--- src/rtl/led_io_pkg.sv ---
// -----------------------------------------------------------------------------
// led_io_pkg
// Shared definitions for the LED/button I/O blocks.
//   btn_state_t  : button debounce FSM state encoding
//   COUNT_W      : width of the press counter / LED bank
//   ms_to_cycles : converts a millisecond interval to clock cycles (min 1)
// -----------------------------------------------------------------------------
package led_io_pkg;

  localparam int COUNT_W = 8;

  typedef enum logic [1:0] {
    IDLE         = 2'd0,  // released and stable
    PRESS_WAIT   = 2'd1,  // candidate press, waiting for stability
    PRESSED      = 2'd2,  // held and stable
    RELEASE_WAIT = 2'd3   // candidate release, waiting for stability
  } btn_state_t;

  // Clamped to 1 so a tiny CLK_FREQ or DEBOUNCE_MS still yields a legal
  // debounce window and a nonzero counter width.
  function automatic int ms_to_cycles(input int clk_freq, input int ms);
    int cycles;
    cycles = (clk_freq / 1000) * ms;
    return (cycles < 1) ? 1 : cycles;
  endfunction

endpackage

--- src/rtl/sync_2ff.sv ---
// -----------------------------------------------------------------------------
// sync_2ff
// Two-flop synchroniser for asynchronous inputs into the clk domain.
//   clk   : destination clock
//   rst_n : synchronous active-low reset, both stages cleared to 0
//   d     : asynchronous input bits (WIDTH)
//   q     : synchronised output bits (WIDTH), second stage
// -----------------------------------------------------------------------------
module sync_2ff #(
  parameter int WIDTH = 1
) (
  input  logic             clk,
  input  logic             rst_n,
  input  logic [WIDTH-1:0] d,
  output logic [WIDTH-1:0] q
);

  logic [WIDTH-1:0] stage1;

  always_ff @(posedge clk) begin
    if (!rst_n) begin
      stage1 <= '0;
      q      <= '0;
    end else begin
      // NOTE: non-blocking so q takes the old stage1, giving two real stages.
      stage1 <= d;
      q      <= stage1;
    end
  end

endmodule

--- src/rtl/button_counter.sv ---
// -----------------------------------------------------------------------------
// button_counter
// Synchronises and debounces one push-button and counts confirmed presses.
//   CLK_FREQ    : clock frequency in Hz
//   DEBOUNCE_MS : required stable time in ms
//   clk         : system clock, rising edge
//   rst_n       : synchronous active-low reset
//   btn         : raw asynchronous button, active-high, may bounce
//   clr         : synchronous count clear, active-high (wins over increment)
//   count       : confirmed press count, 8-bit wrapping
//   press_pulse : one-cycle strobe on each count increment
//   pressed     : debounced button level
// Optional feature macro: BUTTON_COUNTER_AUTOREPEAT_EN adds hold-to-repeat
// (first repeat after CLK_FREQ/2 cycles held, then every CLK_FREQ/4 cycles).
// -----------------------------------------------------------------------------
module button_counter
  import led_io_pkg::*;
#(
  parameter int CLK_FREQ    = 25_000_000,
  parameter int DEBOUNCE_MS = 10
) (
  input  logic               clk,
  input  logic               rst_n,
  input  logic               btn,
  input  logic               clr,
  output logic [COUNT_W-1:0] count,
  output logic               press_pulse,
  output logic               pressed
);

  localparam int              DB_CYCLES = ms_to_cycles(CLK_FREQ, DEBOUNCE_MS);
  localparam int              DB_W      = $clog2(DB_CYCLES + 1);
  localparam logic [DB_W-1:0] DB_LAST   = DB_W'(DB_CYCLES - 1);

  logic            s;
  btn_state_t      state, next_state;
  logic [DB_W-1:0] db_cnt, db_cnt_next;
  logic            press_inc;
  logic            count_inc;

  sync_2ff #(.WIDTH(1)) u_sync (
    .clk   (clk),
    .rst_n (rst_n),
    .d     (btn),
    .q     (s)
  );

  // db_cnt is zeroed on every transition so each wait state starts its
  // stability window fresh; IDLE and PRESSED simply hold that zero.
  always_comb begin
    // NOTE: defaults first so every path assigns every output -- no latches.
    next_state  = state;
    db_cnt_next = db_cnt;
    press_inc   = 1'b0;
    unique case (state)
      IDLE: begin
        if (s) begin
          next_state  = PRESS_WAIT;
          db_cnt_next = '0;
        end
      end
      PRESS_WAIT: begin
        if (!s) begin
          next_state  = IDLE;
          db_cnt_next = '0;
        end else if (db_cnt == DB_LAST) begin
          next_state  = PRESSED;
          db_cnt_next = '0;
          press_inc   = 1'b1;
        end else begin
          db_cnt_next = db_cnt + 1'b1;
        end
      end
      PRESSED: begin
        if (!s) begin
          next_state  = RELEASE_WAIT;
          db_cnt_next = '0;
        end
      end
      RELEASE_WAIT: begin
        if (s) begin
          next_state  = PRESSED;
          db_cnt_next = '0;
        end else if (db_cnt == DB_LAST) begin
          next_state  = IDLE;
          db_cnt_next = '0;
        end else begin
          db_cnt_next = db_cnt + 1'b1;
        end
      end
      default: begin
        next_state  = IDLE;
        db_cnt_next = '0;
      end
    endcase
  end

`ifdef BUTTON_COUNTER_AUTOREPEAT_EN
  localparam logic [31:0] FIRST_LAST  = 32'(CLK_FREQ / 2 - 1);
  localparam logic [31:0] REPEAT_LAST = 32'(CLK_FREQ / 4 - 1);

  logic [31:0] hold_cnt;
  logic        repeat_phase;  // 0: waiting for first repeat, 1: steady repeats
  logic        held;
  logic        repeat_fire;

  // RELEASE_WAIT keeps the timer running so a bounce on release does not
  // restart the repeat schedule.
  assign held        = (state == PRESSED) || (state == RELEASE_WAIT);
  assign repeat_fire = held &&
                       (hold_cnt == (repeat_phase ? REPEAT_LAST : FIRST_LAST));

  always_ff @(posedge clk) begin
    if (!rst_n) begin
      hold_cnt     <= '0;
      repeat_phase <= 1'b0;
    end else if (press_inc) begin
      hold_cnt     <= '0;
      repeat_phase <= 1'b0;
    end else if (held) begin
      if (repeat_fire) begin
        hold_cnt     <= '0;
        repeat_phase <= 1'b1;
      end else begin
        hold_cnt <= hold_cnt + 1'b1;
      end
    end
  end

  assign count_inc = press_inc | repeat_fire;
`else
  assign count_inc = press_inc;
`endif

  always_ff @(posedge clk) begin
    if (!rst_n) begin
      state       <= IDLE;
      db_cnt      <= '0;
      count       <= '0;
      press_pulse <= 1'b0;
      pressed     <= 1'b0;
    end else begin
      state       <= next_state;
      db_cnt      <= db_cnt_next;
      press_pulse <= count_inc;
      // Registered from next_state so it changes on the same edge as state.
      pressed     <= (next_state == PRESSED) || (next_state == RELEASE_WAIT);
      // clr wins over a coincident increment; the strobe above still fires.
      if (clr) begin
        count <= '0;
      end else if (count_inc) begin
        count <= count + 1'b1;
      end
    end
  end

endmodule

--- config.mk ---
export PLATFORM = sky130hd
export DESIGN_NAME = button_counter
export DESIGN_NICKNAME = d
export VERILOG_FILES = /design/src/rtl/led_io_pkg.sv /design/src/rtl/sync_2ff.sv /design/src/rtl/button_counter.sv
export SDC_FILE = /design/constraint.sdc
export NUM_CORES = 1
export LEC_CHECK = 0
export ABC_AREA = 1
export CORE_MARGIN = 8
export CORE_UTILIZATION = 35
export CTS_BUF_LIST = sky130_fd_sc_hd__clkbuf_8
export DETAILED_ROUTE_END_ITERATION = 12
export GPL_ROUTABILITY_DRIVEN = 0
export HOLD_SLACK_MARGIN = 0.06
export SKIP_LAST_GASP = 1
export SLEW_MARGIN = 10
export SYNTH_ARGS = -nofsm -noshare
export SYNTH_HDL_FRONTEND = slang
export SYNTH_HIERARCHICAL = 1
export SYNTH_SLANG_ARGS = --single-unit
export TNS_END_PERCENT = 30
--- constraint.sdc ---
create_clock -name clk -period 2.95 [get_ports clk]
set_clock_uncertainty 0.1 [all_clocks]
set_input_delay 0.295 -clock clk [delete_from_list [all_inputs] [get_ports clk]]
set_output_delay 0.295 -clock clk [all_outputs]
set_load 0.01 [all_outputs]
Word level (Yosys, flattened, before mapping)
Index checks and enable logic that the tools add are counted.
{"block": "totals", "register_bits": 32, "wordCells": 38, "out_inout_bits": 10}
{"block": "classes", "eq_ne": 8, "n_bitwise": 1, "reduce_logical": 4, "n_addsub": 2, "n_mux": 16}
{"cell": "$mux W18", "n": 5}
{"cell": "$pmux W18 S4", "n": 1}
{"cell": "$add A18 B1 Y18 const B", "n": 1}
{"cell": "$eq A18 B18 Y1 const B", "n": 1}
{"cell": "$mux W2", "n": 6}
{"cell": "$add A8 B1 Y8 const B", "n": 1}
{"cell": "$eq A2 B2 Y1 const B", "n": 4}
{"cell": "$pmux W2 S4", "n": 1}
{"cell": "$mux W1", "n": 3}
{"cell": "$eq A2 B1 Y1 const B", "n": 1}
{"cell": "$logic_not A2 Y1", "n": 1}
{"cell": "$ne A2 B1 Y1 const B", "n": 1}
{"cell": "$ne A2 B2 Y1 const B", "n": 1}
{"cell": "$reduce_and A2 Y1", "n": 1}
{"cell": "$reduce_or A2 Y1", "n": 1}
{"cell": "$logic_or A1 B1 Y1", "n": 1}
{"cell": "$not A1 Y1", "n": 1}

Longest topological paths before layout
Gate-level depths: netlist of the first run.
{"block": "depth", "ltp_word": 6, "ltp_mapped": 11, "ltp_nobuf": 11}

Cells and area by module
The synthesis of the first run kept the hierarchy.
{"mod": "button_counter", "n_inst": 1, "cells_each": 292, "seq_area_each_um2": 600.6, "area_per_inst_um2": 1868.0}
{"mod": "sync_2ff", "n_inst": 1, "cells_each": 6, "seq_area_each_um2": 40.0, "area_per_inst_um2": 55.1}

Least setup slack after synthesis of the first run
No wires, ideal clock.
{"block": "synth_path", "kind": "register -> register", "start": "register db_cnt[0]", "end": "register db_cnt[14]", "path_buffers": 1, "required_ns": 2.718, "path_stages_with_launch": 10, "t_arrival_ns": 1.272, "synth_period_minus_slack_ns": 1.504, "setup_ns": 0.132, "path_slack_ns": 1.446, "path_cell_list": "dfxtp_1 ha_1 nand2_1 nor2_4 nand3_2 nor2_4 nor2_4 buf_6 nand3_1 a21oi_1"}
{"block": "synth_via", "elab_chain_cells": 4}
{"item": "from (decl)", "line_no": "button_counter.sv:37", "rtl": "logic [DB_W-1:0] db_cnt, db_cnt_next;"}
{"item": "from (signal assigned)", "line_no": "button_counter.sv:144", "rtl": "db_cnt <= db_cnt_next;"}
{"item": "$add A18 B1 Y18 / $eq A18 B18 Y1 (equally long branches)"}
{"item": "$mux W18 (*)", "line_no": "button_counter.sv:66, button_counter.sv:84"}
{"item": "$mux W18, on equally long branches", "line_no": "button_counter.sv:81, button_counter.sv:63"}
{"item": "$pmux W18 S4 (*)", "line_no": "button_counter.sv:55", "rtl": "unique case (state)"}
Mark *: on every way between the ends. The rest lies on a longest branch, timed or not.
A chain may end at the register's enable or synchronous reset.

Worst setup path after layout of the first run
{"block": "layout_path", "start": "register count[4]", "end": "output count[4]"}
{"item": "from (decl)", "line_no": "button_counter.sv:26", "rtl": "output logic [COUNT_W-1:0] count,"}
{"item": "from (signal assigned)", "line_no": "button_counter.sv:152", "rtl": "count <= count + 1'b1;"}
No word-level cell between the ends.

==> metrics.md, run 1 <==
| Metric | Value |
|---|---|
| Worst path bufs/invs | `1` |
| Worst hold slack | `about 0.31 ns` |
| Clk sinks | `32` |
| Fill cell count | `589` |
| Static Leakage | `around 0.00084 uW` |
| All-layer global routing usage | `11.7%` |
| Area share of the leading cell type in the synthesized netlist | `33.3%` |
| CP Data Arrival Time | `1.31 ns` |
| Vias post-DR | `1,850` |
| Worst min path class | `reg2reg` |
| Width of the die | `90.1 um` |
| Kind of cell adding the most delay to the critical path | `buffers and inverters` |
| Area leader, netlist | `dfxtp_1` |
| Top FF cell, synth | `dfxtp_1` |
| Fin cells | `387` |
| Most frequent cells in the layout | `nand2_1 (85), nor2_1 (41), inv_1 (32), dfxtp_1 (32), a21oi_1 (21)` |
| CTS tree | `built` |
| Number of distinct library cells after synthesis | `23` |
| Critical path data required time | `2.56 ns` |
| Max-slew violation count | `0` |
| Max-cap violations | `0` |
| Die extent in y | `90.1 um` |
| Post-CTS resize count | `0` |
| Worst-case vdd ir drop | `0.218 mV` |
| Number of buffers added to fix hold violations after cts | `0` |
| Clock latency at the later pin of the worst-skew pair | `0.29 ns` |
| Launch instance of the worst min-delay path | `u_sync/stage1` |
| Global-route wire length before repair | `7.94 mm` |
| Post-detailed-route wirelength per cell | `between 10 and 15 um` |
| Hold Violations, Final | `0` |
| Routed vias/inst | `4.78` |
| EDFF count, synth | `0` |
| Detailed placer's ending HPWL | `3.52 mm` |
| Maximum number of pins on one net before global-route repair | `17` |
| Post-CTS setup buffers | `0` |
| Hold path depth | `2` |
| Post-placement cell count | `379` |
| RSZ-0062 raised after global routing | `no` |
| Source of the worst register-to-register timing path | `db_cnt[7]` |
| Ys async rst share | `0%` |
| Post-synthesis instance area | `1920 um^2` |
| Final setup vio count | `0` |
| Tightest Pin Transition | `0.411 ns` |
| Maximum fanout count along the critical path | `6` |
| Register-to-register path setup slack | `1.30 ns` |
| I/O pin total | `14` |
| Total cell area at the placement stage | `2110 um^2` |
| Finished layout cell area | `approximately 2200 um^2` |
| Seq cells post-synth | `32` |
| Critical Path Source Type | `flop` |
| Bufs on Longest Clock Path | `2` |
| CTS H-tree lvls | `2` |
| GRT Residual Overflow | `0` |
| Gate count after technology mapping | `298` |
| Clock transition at the registers of the reported paths | `0.07 ns` |
| Share of final-layout standard cells stronger than drive strength 1 | `11.4%` |
| Critical path origin | `count[4]` |
| Most frequent standard cell in the layout excluding fill and tap cells | `nand2_1` |
| Area contributors post-synth | `dfxtp_1 (33%), nand2_1 (17%), nor2_1 (8.0%)` |
| Setup TNS after final layout | `0 ns` |
| DIE AREA | `8120 um^2` |
| Critical path depth in cells | `1` |
| Starting utilization of the core area | `35.6%` |
| Remaining DRCs | `0` |
| Headroom to the max-slew limit | `72.5%` |
| Post-Syn Nets | `304` |
| Worst setup path end | `count[4]` |
| Count of nets after finishing | `320` |
| Overall power after layout | `roughly 900 uW` |
| Kind of end point of the critical path | `output pin` |
| Peak per-stage delay on the critical path | `0.58 ns` |
| WL final | `between 4 and 5 mm` |
| IO buf count | `13` |
| Fin crit share | `57.9%` |
| Max Clock Freq | `585 MHz` |
| Number of DRC violations after detailed-routing iteration 0 | `about 110` |
| Part of the Yosys area used for sequential elements | `33.3%` |
| Core footprint | `5410 um^2` |
| Antenna Nets Post-Route | `0` |
| Clock root cell | `clkbuf_8` |
| Mean post-synth cell area | `6.45 um^2` |
| Critical setup path kind | `reg2out` |
| Pwr per Cell Area | `397 nW/um^2` |
| Min Tclk post-route | `1.71 ns` |
| Number of buffers created by CTS | `5` |
| Post-synthesis to final-layout area growth | `15.2%` |
| Worst r2r dst | `db_cnt[2]` |
| Antenna diode count | `0` |
| Run status | `completed` |
| Library cell contributing the largest single delay on the critical path | `clkdlybuf4s50_1` |
| Yosys Warn Count | `6` |
| Number of antenna violations at the first check in global routing | `0` |
| Reg2Reg Depth | `8` |
| Critical path cell sequence | `clkdlybuf4s50_1` |
| Number of core rows | `27` |
| Count of TritonRoute iterations in the first routing pass | `4` |
| Vias in the first global route | `1,756` |
==> worst register-to-register path, cell delays in order, from the launching register on <==
cell	delay, ns
dfxtp_1	0.40
inv_2	0.07
nor2_2	0.17
nand3_2	0.15
nand3b_1	0.27
nand2_1	0.18
o21ai_0	0.11
nand2_1	0.07
inv_1	0.04
==> synth_stat cells (2+ instances only) <==
library cell	number
inv_1	31
nand2_1	85
nand4_1	13
buf_6	3
xor2_1	7
nor2_4	5
nor3_1	3
o21ai_0	4
dfxtp_1	32
nand3_1	14
nand3_2	4
nand2_2	4
nor2_2	7
nand3b_1	3
nor2_1	41
inv_2	8
a21oi_1	21
o21ai_1	6
xnor2_1	2
ha_1	2
==> area by class of cell <==
| class | instances | area, um^2 | share of cell area [%] |
|---|---|---|---|
| Sequential cell | 32 | 641 | 28.9 |
| Timing Repair Buffer | 14 | 138 | 6.21 |
| Multi-Input combinational cell | 222 | 1090 | 49.4 |
| Tap cell | 72 | 90.1 | 4.07 |
| Inverter | 39 | 146 | 6.61 |
| Clock inverter | 3 | 38.8 | 1.75 |
| Clock buffer | 5 | 68.8 | 3.11 |
==> through the flow <==
stage	utilization (%)	setup WS, ns
finish	41.0	1.24
global route	41.0	1.10
global placement	39.0	1.16
detailed placement	39.0	1.13
floorplan	-	1.45
CTS	41.0	1.23
==> power by group <==
part / total [uW] / switching (uW) / internal (uW)
clock network: 415 / 168 / 247
registers: 436 / 2.30 / 434
logic: 27.8 / 19.4 / 8.43
total: 879 / 190 / 689
==> registers in the layout, summed over array words and instances, names as in the netlist <==
register / cells
pressed: 1
press_pulse: 1
state: 2
db_cnt: 18
u_sync/q: 1
count: 8
u_sync/stage1: 1
==> kinds of logic after synthesis <==
family / share of synthesized area [%]
XOR/XNOR: 4.10
adder cells (fa/ha/maj): 1.30
flip-flops: 33.3
buffers and inverters: 9.82
AO/OA/AOI/OAI: 8.46
AND/OR/NAND/NOR: 43.0
==> layer usage <==
layer	wire, um	GRT usage [%]
met2	2270	21.0
met5	0	0
met4	87	4.99
met1	2130	12.9
met3	133	2.41
==> worst min-delay path by stage <==
stage / endpoint
after global placement: u_sync/q
after detailed placement: u_sync/q
after floorplan: u_sync/q
after CTS: u_sync/q
after global routing: u_sync/q
final: u_sync/q
Note: power is estimated with default switching activity, not from simulation.
==> run 2, diff against run 1 <==
==> constraint.sdc (replaced) <==
create_clock -name clk -period 1.8 [get_ports clk]
set_clock_uncertainty 0.1 [all_clocks]
set_input_delay 0.18 -clock clk [delete_from_list [all_inputs] [get_ports clk]]
set_output_delay 0.18 -clock clk [all_outputs]
set_load 0.01 [all_outputs]
==> metrics.md, run 2 (same netlist as run 1, synthesis figures left out) <==
| Metric | Value |
|---|---|
| CTS tree | `built` |
| Count of TritonRoute iterations in the first routing pass | `4 (unchanged)` |
| Met2 Resource Use GR | `20.2% (-0.74 points)` |
| Number of buffers created by CTS | `5 (unchanged)` |
| CTS H-tree lvls | `2 (unchanged)` |
| Headroom to the max-slew limit | `77.2% (+4.7 points)` |
| Global-route wire length before repair | `8.29 mm (+4.4%)` |
| Maximum fanout count along the critical path | `4 (-2)` |
| Post-detailed-route wirelength per cell | `12.0 um (+0.28%)` |
| Critical path data required time | `1.88 ns (-0.68 ns)` |
| GR met3 Demand/Resource | `3.08% (+0.67 points)` |
| Clock transition at the registers of the reported paths | `0.07 ns (about the same)` |
| Post-route setup slack | `0.187 ns (-1.05 ns)` |
| Number of antenna violations at the first check in global routing | `0 (unchanged)` |
| Static Leakage | `0.000866 uW (+3.0%)` |
| Starting utilization of the core area | `35.6% (unchanged)` |
| Number of core rows | `27 (unchanged)` |
| Clock latency at the later pin of the worst-skew pair | `0.29 ns (about the same)` |
| Tightest Pin Transition | `0.341 ns (-0.0699 ns)` |
| DIE AREA | `8120 um^2 (unchanged)` |
| Library cell contributing the largest single delay on the critical path | `dfxtp_2` |
| Worst-case vdd ir drop | `0.590 mV (+170%)` |
| Final core occ | `42.4% (+1.4 points)` |
| Setup TNS after final layout | `0 ns (unchanged)` |
| Regs by FF count | `db_cnt (18), count (8), state (2)` |
| WL final | `4.71 mm (+1.8%)` |
| Worst min path class | `in2reg` |
| Count of nets after finishing | `326 (+1.9%)` |
| Share of final-layout standard cells stronger than drive strength 1 | `15.0% (+3.5 points)` |
| GRT Residual Overflow | `0 (unchanged)` |
| Final setup vio count | `0 (unchanged)` |
| Worst hold slack | `0.318 ns (+0.00639 ns)` |
| Hold Violations, Final | `0 (unchanged)` |
| Internal Dissipation | `1140 uW (+65%)` |
| Most frequent cells in the layout | `nand2_1 (85), nor2_1 (39), inv_1 (31), dfxtp_1 (30), a21oi_1 (21)` |
| Run status | `completed` |
| RSZ-0062 raised after global routing | `no` |
| Clock root cell | `clkbuf_8` |
| Relative contribution of the clock network to total power | `47.5% (+0.3 points)` |
| Critical path cell sequence | `ha_4 > nand2_1 > nor2_4 > nand3_1 > nor2_1 > nand4_1 > nand2_1 > a21oi_1` |
| Reg2Reg Depth | `8 (unchanged)` |
| Width of the die | `90.1 um (unchanged)` |
| Clk sinks | `32 (unchanged)` |
| Max-slew violation count | `0 (unchanged)` |
| IO buf count | `13 (unchanged)` |
| Routed vias/inst | `4.71 (-1.5%)` |
| Number of DRC violations after detailed-routing iteration 0 | `69 (-34%)` |
| Antenna diode count | `0 (unchanged)` |
| Vias post-DR | `1,850 (unchanged)` |
| Most frequent standard cell in the layout excluding fill and tap cells | `nand2_1` |
| Fin crit share | `89.6%` |
| CP Data Arrival Time | `1.69 ns (+0.38 ns)` |
| Setup slack at placement | `0.129 ns (-0.996 ns)` |
| Number of flip-flops under the largest register name | `18 (unchanged)` |
| Pwr per Cell Area | `634 nW/um^2 (+60%)` |
| Peak-usage layer in the global routing report | `met2` |
| Number of buffers added to fix hold violations after cts | `0 (unchanged)` |
| Register with the highest flop count | `db_cnt` |
| Most frequent cell on the critical path | `nand2_1` |
| Hold path depth | `3 (+1)` |
| Maximum number of pins on one net before global-route repair | `17 (unchanged)` |
| Max Clock Freq | `620 MHz` |
| Max-cap violations | `0 (unchanged)` |
| Bufs on Longest Clock Path | `2 (unchanged)` |
| Critical setup path kind | `reg2reg` |
| Peak per-stage delay on the critical path | `0.38 ns (-0.20 ns)` |
| Critical Path Source Type | `flop` |
| Die extent in y | `90.1 um (unchanged)` |
| Sequential Power Share | `48.9% (-0.7 points)` |
| Kind of end point of the critical path | `flop` |
| Combinational power share | `3.5% (+0.3 points)` |
| Post-synthesis to final-layout area growth | `19.2%` |
| All-layer global routing usage | `12.2% (+0.48 points)` |
| Core footprint | `5410 um^2 (unchanged)` |
| Detailed placer's ending HPWL | `3.60 mm (+2.1%)` |
| Remaining DRCs | `0 (unchanged)` |
| Antenna Nets Post-Route | `0 (unchanged)` |
| Switching component of the power | `319 uW (+68%)` |
| Met1 global-route usage | `14.5% (+1.6 points)` |
| I/O pin total | `14 (unchanged)` |
| Switch share | `21.9% (+0.34 points)` |
| Vias in the first global route | `1,810 (+3.1%)` |
| Min Tclk post-route | `1.61 ns` |
## run 2: cell count changes in the layout (fill, tap and decap cells not counted), sizes merged
| cell | change |
|---|---|
| buf | +6 |
| clkinvlp | +1 |
| inv | -1 |
## run 2: repair_timing
| action | CTS | global route |
|---|---|---|
| buffers inserted | 0 | 2 |
| endpoints found under the setup margin | 0 | 14 |
| gates resized for setup | 0 | 8 |
## run 2: area by class of cell
class,count,area [um^2]
fill,589,3110
multi-input combinational,222,1120
sequential,32,646
timing repair buffer,20,183
inverter,39,146
tap,72,90.1
clock buffer,5,68.8
clock inverter,3,42.5
## run 2: through the flow
| stage | cell area, um^2 | power (uW) | instances |
|---|---|---|---|
| floorplan | 1920 | 760 | 298 |
| detailed placement | 2140 | 781 | 383 |
| CTS | 2250 | 1470 | 391 |
| global placement | 2140 | 782 | 383 |
| finish | 2290 | 1450 | 393 |
| global route | 2290 | 1500 | 393 |
## run 2: per-layer routing
layer	up-vias	share of wire (%)
met5	-	0
met1	828	46
met3	8	3.9
met2	28	48
met4	0	1.4
li1	986	-
## run 2: worst max-delay path, delay by kind of cell, from the launching register on
family          cells  cell delay [ns]
compound gates      1             0.06
fa+ha+maj           1             0.16
simple gates        6             0.82
flops               1             0.38
## run 2: power by group through the flow
stage / Sequential, uW / Clock (uW) / Combinational, uW
global route: 712 / 735 / 57.9
floorplan: 728 / 0 / 31.5
finish: 712 / 691 / 51.3
CTS: 713 / 702 / 52.2
global placement: 729 / 0 / 52.8
detailed placement: 729 / 0 / 52.1
## run 2: worst paths after layout
kind / start / end / slack, ns
hold reg to reg: u_sync/stage1 / u_sync/q / 0.33
setup reg to reg: db_cnt[1] / count[7] / 0.19
setup / recovery: db_cnt[1] / count[7] / 0.19
hold / removal: btn / u_sync/stage1 / 0.32
==> run 3, diff against run 2 <==
--- a/config.mk
+++ b/config.mk
@@ -8,7 +8,6 @@
 export ABC_AREA = 1
 export CORE_MARGIN = 8
 export CORE_UTILIZATION = 35
-export CTS_BUF_LIST = sky130_fd_sc_hd__clkbuf_8
 export DETAILED_ROUTE_END_ITERATION = 12
 export GPL_ROUTABILITY_DRIVEN = 0
 export HOLD_SLACK_MARGIN = 0.06
==> results of run 3 <==
No change in the layout: final DEF, timing and power equal those of run 2.
